**config.mk**
```make
export PLATFORM = sky130hd
export DESIGN_NAME = apb_slave_regbank_flat
export DESIGN_NICKNAME = d
export VERILOG_FILES = /design/src/rtl/apb_slave_regbank_pkg.sv /design/src/rtl/apb_slave_regbank_if.sv /design/src/rtl/apb_slave_regbank_reg_array.sv /design/src/rtl/apb_slave_regbank.sv /design/src/flat_wrapper.sv
export SDC_FILE = /design/constraint.sdc
export NUM_CORES = 1
export LEC_CHECK = 0
export BUFFER_PORTS_ARGS = -buffer_cell sky130_fd_sc_hd__buf_2
export CAP_MARGIN = 20
export CORE_MARGIN = 1.5
export CORE_UTILIZATION = 50
export CTS_BUF_LIST = sky130_fd_sc_hd__clkbuf_4
export DETAILED_ROUTE_END_ITERATION = 12
export PLACE_DENSITY = 0.74
export SLEW_MARGIN = 20
export SYNTH_ARGS = -nofsm -noshare
export SYNTH_HDL_FRONTEND = slang
export SYNTH_HIERARCHICAL = 1
export SYNTH_SLANG_ARGS = --single-unit
```
**constraint.sdc**
```tcl
create_clock -name hclk -period 9.2 [get_ports hclk]
set_input_delay 1.38 -clock hclk [delete_from_list [all_inputs] [get_ports hclk]]
set_output_delay 1.38 -clock hclk [all_outputs]
set_load 0.01 [all_outputs]
```
**src/rtl/apb_slave_regbank_pkg.sv**
```systemverilog
// Shared types and helpers for the APB register-bank completer.
package apb_pkg;

  localparam int APB_DATA_W = 32;

  typedef enum logic [1:0] {IDLE, SETUP, WAIT, ACCESS} apb_slv_state_e;

  function automatic logic [31:0] word_idx(input logic [31:0] addr);
    return addr >> 2;
  endfunction

endpackage

```
**src/rtl/apb_slave_regbank_if.sv**
```systemverilog
// APB3 bus bundle between the bridge (master) and the register bank (slave).
interface apb_slave_regbank_if
  import apb_pkg::*;
#(
  parameter int ADDR_W = 8
);

  logic                  psel;
  logic                  penable;
  logic                  pwrite;
  logic [ADDR_W-1:0]     paddr;
  logic [APB_DATA_W-1:0] pwdata;
  logic [APB_DATA_W-1:0] prdata;
  logic                  pready;
  logic                  pslverr;

  modport master (
    output psel, penable, pwrite, paddr, pwdata,
    input  prdata, pready, pslverr
  );

  modport slave (
    input  psel, penable, pwrite, paddr, pwdata,
    output prdata, pready, pslverr
  );

endinterface

```
**src/rtl/apb_slave_regbank_reg_array.sv**
```systemverilog
// Word register storage: one synchronous write port, one combinational read port.
module apb_reg_array
  import apb_pkg::*;
#(
  parameter int NUM_REGS = 8,
  parameter int IDX_W    = 3
) (
  input  logic                  clk_i,
  input  logic                  rst_i,
  input  logic                  we_i,
  input  logic [IDX_W-1:0]      widx_i,
  input  logic [APB_DATA_W-1:0] wdata_i,
  input  logic [IDX_W-1:0]      ridx_i,
  output logic [APB_DATA_W-1:0] rdata_o
);

  logic [APB_DATA_W-1:0] mem_q [NUM_REGS];

  always_ff @(posedge clk_i or posedge rst_i) begin
    if (rst_i) begin
      for (int unsigned i = 0; i < NUM_REGS; i++) begin
        mem_q[i] <= '0;
      end
    end else if (we_i && (32'(widx_i) < 32'(NUM_REGS))) begin
      mem_q[widx_i] <= wdata_i;
    end
  end

  always_comb begin
    rdata_o = '0;
    if (32'(ridx_i) < 32'(NUM_REGS)) begin
      rdata_o = mem_q[ridx_i];
    end
  end

endmodule

```
**src/rtl/apb_slave_regbank.sv**
```systemverilog
// APB3 completer with a register bank, programmable wait states and pslverr
// reporting for misaligned, out-of-range and read-only-ID accesses.
module apb_slave_regbank
  import apb_pkg::*;
#(
  parameter int          NUM_REGS    = 8,
  parameter int          ADDR_W      = 8,
  parameter int          WAIT_CYCLES = 0,
  parameter logic [31:0] ID_VALUE    = 32'hA2B0_0001
) (
  input  logic                hclk,
  input  logic                hreset,
  apb_slave_regbank_if.slave  apb
);

  localparam int IDX_W = (NUM_REGS > 1) ? $clog2(NUM_REGS) : 1;

  apb_slv_state_e        state_q, state_d;
  logic [3:0]            cnt_q, cnt_d;
  logic [ADDR_W-1:0]     addr_q, addr_d;
  logic                  write_q, write_d;
  logic [APB_DATA_W-1:0] wdata_q, wdata_d;
  logic                  pready_q, pready_d;
  logic                  pslverr_q, pslverr_d;
  logic [APB_DATA_W-1:0] prdata_q, prdata_d;

  logic [31:0]           idx_d;
  logic                  err_d;
  logic                  id_hit_d;
  logic [IDX_W-1:0]      ridx;
  logic [APB_DATA_W-1:0] rd_word;
  logic                  we;
  logic [IDX_W-1:0]      widx;

  always_ff @(posedge hclk or posedge hreset) begin
    if (hreset) begin
      state_q   <= IDLE;
      cnt_q     <= '0;
      addr_q    <= '0;
      write_q   <= 1'b0;
      wdata_q   <= '0;
      pready_q  <= 1'b0;
      pslverr_q <= 1'b0;
      prdata_q  <= '0;
    end else begin
      state_q   <= state_d;
      cnt_q     <= cnt_d;
      addr_q    <= addr_d;
      write_q   <= write_d;
      wdata_q   <= wdata_d;
      pready_q  <= pready_d;
      pslverr_q <= pslverr_d;
      prdata_q  <= prdata_d;
    end
  end

  // Outputs are registered from the next state, so ACCESS is entered one edge
  // early: straight from IDLE for zero waits, else when the counter hits zero.
  always_comb begin
    state_d = state_q;
    cnt_d   = cnt_q;
    addr_d  = addr_q;
    write_d = write_q;
    wdata_d = wdata_q;
    unique case (state_q)
      IDLE: begin
        if (apb.psel && !apb.penable) begin
          addr_d  = apb.paddr;
          write_d = apb.pwrite;
          wdata_d = apb.pwdata;
          cnt_d   = 4'(WAIT_CYCLES);
          state_d = (WAIT_CYCLES == 0) ? ACCESS : SETUP;
        end
      end
      SETUP: begin
        if (!apb.psel) begin
          state_d = IDLE;
          cnt_d   = '0;
        end else if (apb.penable) begin
          cnt_d   = cnt_q - 4'd1;
          state_d = (cnt_q == 4'd1) ? ACCESS : WAIT;
        end
      end
      WAIT: begin
        if (!apb.psel) begin
          state_d = IDLE;
          cnt_d   = '0;
        end else begin
          cnt_d = cnt_q - 4'd1;
          if (cnt_q == 4'd1) state_d = ACCESS;
        end
      end
      ACCESS: begin
        state_d = IDLE;
        cnt_d   = '0;
      end
      default: state_d = IDLE;
    endcase
  end

  always_comb begin
    idx_d     = word_idx(32'(addr_d));
    id_hit_d  = (idx_d == 32'(NUM_REGS - 1));
    err_d     = (addr_d[1:0] != 2'b00) || (idx_d >= 32'(NUM_REGS)) || (write_d && id_hit_d);
    ridx      = idx_d[IDX_W-1:0];
    pready_d  = (state_d == ACCESS);
    pslverr_d = pready_d && err_d;
    prdata_d  = '0;
    if (pready_d && !write_d && !err_d) begin
      prdata_d = id_hit_d ? ID_VALUE : rd_word;
    end
    we   = (state_q == ACCESS) && apb.psel && write_q && !pslverr_q;
    widx = addr_q[IDX_W+1:2];
  end

  apb_reg_array #(
    .NUM_REGS (NUM_REGS),
    .IDX_W    (IDX_W)
  ) u_regs (
    .clk_i   (hclk),
    .rst_i   (hreset),
    .we_i    (we),
    .widx_i  (widx),
    .wdata_i (wdata_q),
    .ridx_i  (ridx),
    .rdata_o (rd_word)
  );

  assign apb.pready  = pready_q;
  assign apb.pslverr = pslverr_q;
  assign apb.prdata  = prdata_q;

endmodule
```
**src/flat_wrapper.sv**
```systemverilog
// flat-port wrapper written by rule: the top's interface ports become plain ports
module apb_slave_regbank_flat import apb_pkg::*;
#(
  parameter int          NUM_REGS    = 8,
  parameter int          ADDR_W      = 8,
  parameter int          WAIT_CYCLES = 0,
  parameter logic [31:0] ID_VALUE    = 32'hA2B0_0001
)
  (hclk, hreset, apb_psel, apb_penable, apb_pwrite, apb_paddr, apb_pwdata, apb_prdata, apb_pready, apb_pslverr);
  apb_slave_regbank_if #(.ADDR_W(ADDR_W)) apb_i ();
  input  logic hclk;
  input  logic hreset;
  input wire logic [$bits(apb_i.psel)-1:0] apb_psel;
  input wire logic [$bits(apb_i.penable)-1:0] apb_penable;
  input wire logic [$bits(apb_i.pwrite)-1:0] apb_pwrite;
  input wire logic [$bits(apb_i.paddr)-1:0] apb_paddr;
  input wire logic [$bits(apb_i.pwdata)-1:0] apb_pwdata;
  output wire logic [$bits(apb_i.prdata)-1:0] apb_prdata;
  output wire logic [$bits(apb_i.pready)-1:0] apb_pready;
  output wire logic [$bits(apb_i.pslverr)-1:0] apb_pslverr;
  assign apb_i.psel = apb_psel;
  assign apb_i.penable = apb_penable;
  assign apb_i.pwrite = apb_pwrite;
  assign apb_i.paddr = apb_paddr;
  assign apb_i.pwdata = apb_pwdata;
  assign apb_prdata = apb_i.prdata;
  assign apb_pready = apb_i.pready;
  assign apb_pslverr = apb_i.pslverr;
  apb_slave_regbank #(.NUM_REGS(NUM_REGS), .ADDR_W(ADDR_W), .WAIT_CYCLES(WAIT_CYCLES), .ID_VALUE(ID_VALUE)) u_core (.hclk(hclk), .hreset(hreset), .apb(apb_i));
endmodule
```
==> results.json, run 1 <==
{
  "post-cts-setup-buffers": 0,
  "synth_cell_type_count": 51,
  "finalCriticalPeriod_ps": 4240,
  "power_density_mw_per_mm2": 292,
  "drc": 0,
  "drt_iter0_drc": 474,
  "die_w_um": 178,
  "die_y_um": 178,
  "antenna_left": 0,
  "cts-htree-levels": 3,
  "dp_slack_ps": 4200,
  "yosysTopAreaCell": "dfrtp_1",
  "gp_congestion": 0.712,
  "finClkSkew_ps": 37.0,
  "yosys_register_bits": 337,
  "worstPathArrival_ps": 4750,
  "num-fill-cells": 2369,
  "cts_tree": "built",
  "yosysTopAreaCellShare": 0.549,
  "ff_latch_area_sq_mm": 0.00843,
  "vias_per_cell": 5.78,
  "timing.max_cap.violations": 0,
  "async_reset_ff_frac": 1.00,
  "cts-resized-gates": 0,
  "required_ps": 9720,
  "gr-total-overflow": 0,
  "cp-end-kind": "flop",
  "yosys-top-cells-area": "dfrtp_1 55%, mux2_2 20%, mux4_1 5.6%",
  "cp-start-kind": "input port",
  "avgSynthCellArea_sq_um": 16.5,
  "grt_max_degree": 91,
  "setup_viol": 0,
  "path_max_fanout": 48,
  "slew_headroom": 0.349,
  "final_nets": 1106,
  "synth-edff-count": 0,
  "coreArea_sq_mm": 0.0300,
  "tightest_slew_ps": 977,
  "total_power_mw": 4.99,
  "num_io_pins": 79,
  "synth_area_sq_mm": 0.0154,
  "p_leak_nw": 8.39,
  "fin_setup_tns_ps": 0,
  "postCtsHoldBufs": 0,
  "worst-path-buf-inv": 3,
  "drive_above_1_share": 0.531,
  "routed_wl_um": 33100,
  "synth_fp_nets": 985,
  "grt_pass1_vias": 9574,
  "hpwlAfterDp_um": 17800,
  "hold_viol_final": 0,
  "cts.sinks": 337,
  "yosysWarnings": 6,
  "critPathTopFamily": "multiplexers",
  "clkLatencyLatePin_ps": 710,
  "start_util": 0.513,
  "cts_root_buf": "clkbuf_4",
  "synth_common_cells": "337 x dfrtp_1, 275 x mux2_2, 50 x mux2_1",
  "vias": 8699,
  "ys_seq_area_frac": 0.549,
  "wire_per_inst_um": 22.0,
  "clock_path_buffers": 3,
  "cts_buffers": 86,
  "rsz0062_at_grt": "false",
  "synth_flop_cell": "dfrtp_1",
  "timing.fmax_mhz": 236,
  "clk_pin_slew_worst_paths_ps": 60,
  "yosys.cell_count.top_type": "dfrtp_1",
  "fin_ws_ps": 4960,
  "finalMaxSlewViolations": 0,
  "hp-class": "flop to flop",
  "critPathSlowestCell": "mux2_4",
  "synthCells": 933,
  "track_usage": 0.221,
  "period_share": 0.460,
  "utilization": 0.571,
  "multi_input_area_sq_mm": 0.00643,
  "dr.pass1.iters": 4,
  "worstSetupPathType": "input port to flop",
  "cp_slowest_stage_delay_ps": 640,
  "timing.hold.ws_ps": 484,
  "status": "finished, final reports clean",
  "antenna_found_initial": 2,
  "rows": 63,
  "grt_pass1_wl_um": 53300,
  "path_cells": "buf_2, nand3b_1, buf_4, mux2_4, buf_4, mux4_1, mux2_4, nor3_1, a2111oi_2",
  "io_buffers": 78,
  "ir_drop_uv": 141,
  "area_growth_syn_to_layout_pct": 11.4,
  "die-area_sq_mm": 0.0318
}
[state kept, by name, indices dropped and copies added, names as in the netlist]
register,flops
u_core/apb.pslverr,1
u_core/addr_q,8
u_core/write_q,1
u_core/cnt_q,4
u_core/apb.pready,1
u_core/state_q,2
u_core/apb.prdata,32
u_core/u_regs/mem_q,256
u_core/wdata_q,32
[placed cells by master, fill, tap and decap left out, types with 3 or more instances in the layout]
master     instances
dfrtp_1          337
inv_2              3
mux2_2           277
buf_2             78
mux2_1            47
buf_4             18
nor2b_1            3
nor3_1             9
clkinv_1          18
nor4bb_4           3
nand4b_1           3
inv_1             29
mux4_1            33
o21ai_0            3
nor2_1             3
mux4_2            31
mux2_4             7
nand2_1            4
a2111oi_1          3
a21oi_1            3
ha_1               7
clkbuf_4         123
a2111oi_2         29
[layer usage]
metal / GRT usage / wire length, um
met4: 0.0649 / 485
met1: 0.295 / 15000
met5: 0 / 0
met2: 0.365 / 16100
met3: 0.0490 / 1580
[report_power, final]
group	internal (mW)	switching [mW]	leakage, nW
registers	1.95	0.399	4.58
logic	0.757	0.632	3.17
clock network	0.669	0.590	0.635
total	3.37	1.62	8.39
[stage by stage]
stage                     cells  cell area (sq um)
after floorplan             933              15400
after global placement     1356              16000
after detailed placement   1356              16000
after CTS                  1504              17100
after global routing       1505              17100
final                      1505              17100
[cell type report]
type | instances | area share
Antenna cell | 1 | 0.000146
Clock buffer | 123 | 0.0540
Clock inverter | 25 | 0.00907
Inverter | 32 | 0.00753
Multi-Input combinational cell | 499 | 0.376
Sequential cell | 337 | 0.493
Tap cell | 390 | 0.0285
Timing Repair Buffer | 98 | 0.0320
[logic make-up (layout without fill, tap and decap cells)]
logic type,count (synthesis),in the layout,synth area share
buffers and inverters,97,278,0.0363
other,0,1,0
multiplexers,397,397,0.347
adder cells (fa/ha/maj),7,7,0.00570
flip-flops,337,337,0.549
AND/OR/NAND/NOR,45,45,0.0218
AO/OA/AOI/OAI,50,50,0.0395
[path summary, 6_finish.rpt]
kind,end,cells after the start,start,slack [ps]
setup / recovery,u_core/apb.prdata[21],9,apb_penable,4960
hold / removal,u_core/u_regs/mem_q[126],1,u_core/u_regs/mem_q[126],480
setup reg to reg,u_core/apb.prdata[21],10,u_core/state_q[0],5020
hold reg to reg,u_core/u_regs/mem_q[126],1,u_core/u_regs/mem_q[126],480
max in group asynchronous,u_core/u_regs/mem_q[155],3,hreset,7180
min in group asynchronous,u_core/wdata_q[2],2,hreset,730
No activity file was read; power rests on OpenSTA's default activity.
==> run 2: changes to the inputs <==
- PLACE_DENSITY: 0.74 -> 0.77
- clock period: 9.2 -> 3.4 ns (I/O delays scaled with it)
==> results.json, run 2 (same netlist as run 1, synthesis figures left out) <==
{
  "finClkSkew_ps": 48.9,
  "clock_path_buffers": 3,
  "antenna_found_initial": 1,
  "status": "finished, final reports clean",
  "grt_max_degree": 127,
  "num-fill-cells": 2355,
  "p_sw_frac": 0.323,
  "cp-end-kind": "flop",
  "cp_slowest_stage_delay_ps": 590,
  "required_ps": 3930,
  "r2r_cells": 9,
  "rows": 63,
  "num_io_pins": 79,
  "slew_headroom": 0.462,
  "drt_iter0_drc": 518,
  "period_share": 0.908,
  "largest_reg_flops": 256,
  "die-area_sq_mm": 0.0318,
  "hpwlAfterDp_um": 19500,
  "dr.pass1.iters": 5,
  "drive_above_1_share": 0.524,
  "path_cells": "inv_1, ha_1, nand3b_1, mux2_4, buf_4, mux4_1, mux2_4, inv_1, a2111oi_2",
  "regMostFlops": "u_core/u_regs/mem_q",
  "gp_congestion": 0.749,
  "finalCriticalPeriod_ps": 3090,
  "p_seq_frac": 0.473,
  "most-common-layout-cells": "337 x dfrtp_1, 276 x mux2_2, 118 x clkbuf_4",
  "cts.sinks": 337,
  "cts-resized-gates": 0,
  "path_max_fanout": 24,
  "clkLatencyLatePin_ps": 720,
  "cts_tree": "built",
  "cts_buffers": 87,
  "total_power_mw": 13.5,
  "antenna_left": 0,
  "vias": 8837,
  "drc": 0,
  "post-place-cells": 1368,
  "p_comb_frac": 0.290,
  "power_density_mw_per_mm2": 770,
  "fin_area_sq_mm": 0.0175,
  "grt_pass1_wl_um": 53500,
  "die_w_um": 178,
  "critPathSlowestCell": "mux4_1",
  "dpl-instance-area_sq_mm": 0.0163,
  "crit_end": "u_core/apb.prdata[26]",
  "multi_input_area_sq_mm": 0.00643,
  "p_int_mw": 9.11,
  "cp-start-kind": "flop",
  "switchingPower_mw": 4.34,
  "utilization": 0.583,
  "cts_root_buf": "clkbuf_4",
  "routed_wl_um": 33100,
  "timing.hold.ws_ps": 47.7,
  "cts-htree-levels": 3,
  "start_util": 0.513,
  "timing.fmax_mhz": 324,
  "worstSetupPathType": "flop to flop",
  "fin_cells": 1528,
  "die_y_um": 178,
  "rsz0062_at_grt": "false",
  "worstPathArrival_ps": 3620,
  "p_clk_frac": 0.237,
  "hold_viol_final": 0,
  "io_buffers": 78,
  "setup_viol": 0,
  "tightest_slew_ps": 805,
  "final_nets": 1140,
  "r2r_start": "u_core/state_q[0]",
  "gr-total-overflow": 0,
  "layout_commonest_cell": "dfrtp_1",
  "vias_per_cell": 5.78,
  "area_growth_syn_to_layout_pct": 13.8,
  "p_leak_nw": 8.55,
  "ff_latch_area_sq_mm": 0.00843,
  "r2r_end": "u_core/apb.prdata[26]",
  "timing.max_cap.violations": 0,
  "track_usage": 0.222,
  "coreArea_sq_mm": 0.0300,
  "grt_pass1_vias": 9488,
  "clk_pin_slew_worst_paths_ps": 60,
  "hp-class": "input port to flop",
  "ir_drop_uv": 316,
  "wire_per_inst_um": 21.6,
  "regToRegSetupSlack_ps": 310,
  "startpoint": "u_core/state_q[0]",
  "finalMaxSlewViolations": 0
}
==> run 2: cell count changes in the layout (fill, tap and decap cells not counted) <==
cell           delta
dlygate4sd3_1    +21
buf_12           +11
clkbuf_4          -5
clkinv_1          -4
buf_4             +2
buf_6             -2
buf_16            +1
bufinv_16         -1
clkinv_4          +1
inv_8             -1
mux2_1            +1
mux2_2            -1
==> run 2: critical path: cells and delay by family (launching register included) <==
family | cells | cell delay, ps
AND/OR/NAND/NOR | 1 | 270
AO/OA/AOI/OAI | 1 | 30
buffers and inverters | 3 | 540
adder cells (fa/ha/maj) | 1 | 200
multiplexers | 3 | 1430
flip-flops | 1 | 450
==> run 2: worst min-delay path by stage <==
stage	startpoint	end	slack, ps	depth (start not counted)
after floorplan	u_core/u_regs/mem_q[219]	u_core/u_regs/mem_q[219]	450	1
after CTS	apb_pwdata[10]	u_core/wdata_q[10]	0.5	2
after global routing	apb_paddr[1]	u_core/addr_q[1]	3	2
after detailed placement	u_core/u_regs/mem_q[221]	u_core/u_regs/mem_q[221]	470	1
final	apb_pwdata[9]	u_core/wdata_q[9]	50	2
after global placement	u_core/u_regs/mem_q[96]	u_core/u_regs/mem_q[96]	460	1
==> run 2: stage by stage <==
step           setup TNS (ps)  worst slack, ps
2_1_floorplan         -123300             -482
3_3_place_gp                0              387
3_5_place_dp                0              316
4_1_cts                     0              319
5_1_grt                     0              159
6_report                    0              314
==> run 2: power groups by stage <==
stage	registers, mW	logic [mW]	clock network, mW
floorplan	5.94	3.28	0
global placement	6.34	3.79	0
detailed placement	6.42	3.92	0
CTS	6.35	3.94	3.32
global route	6.56	4.19	3.55
finish	6.36	3.90	3.19
==> run 2: cell type report <==
| type | instances | share of cell area |
|---|---|---|
| antenna | 1 | 0.000143 |
| clock inverter | 20 | 0.00637 |
| inverter | 32 | 0.00716 |
| multi-input combinational | 499 | 0.368 |
| tap | 390 | 0.0279 |
| timing repair buffer | 131 | 0.0571 |
| clock buffer | 118 | 0.0507 |
| sequential | 337 | 0.483 |
==> run 2: routing by layer <==
metal / vias up / GRT usage / share of wire
met2: 225 / 0.359 / 0.49
met1: 4682 / 0.302 / 0.44
li1: 3883 / - / -
met4: 0 / 0.0757 / 0.016
met5: - / 0 / 0
met3: 47 / 0.0405 / 0.051
==> run 2: what timing repair did <==
| item | 4_1_cts | 5_1_grt |
|---|---|---|
| hold buffers | 20 | 1 |
| endpoints found under the hold margin | 70 | 1 |
| setup buffers | 0 | 0 |
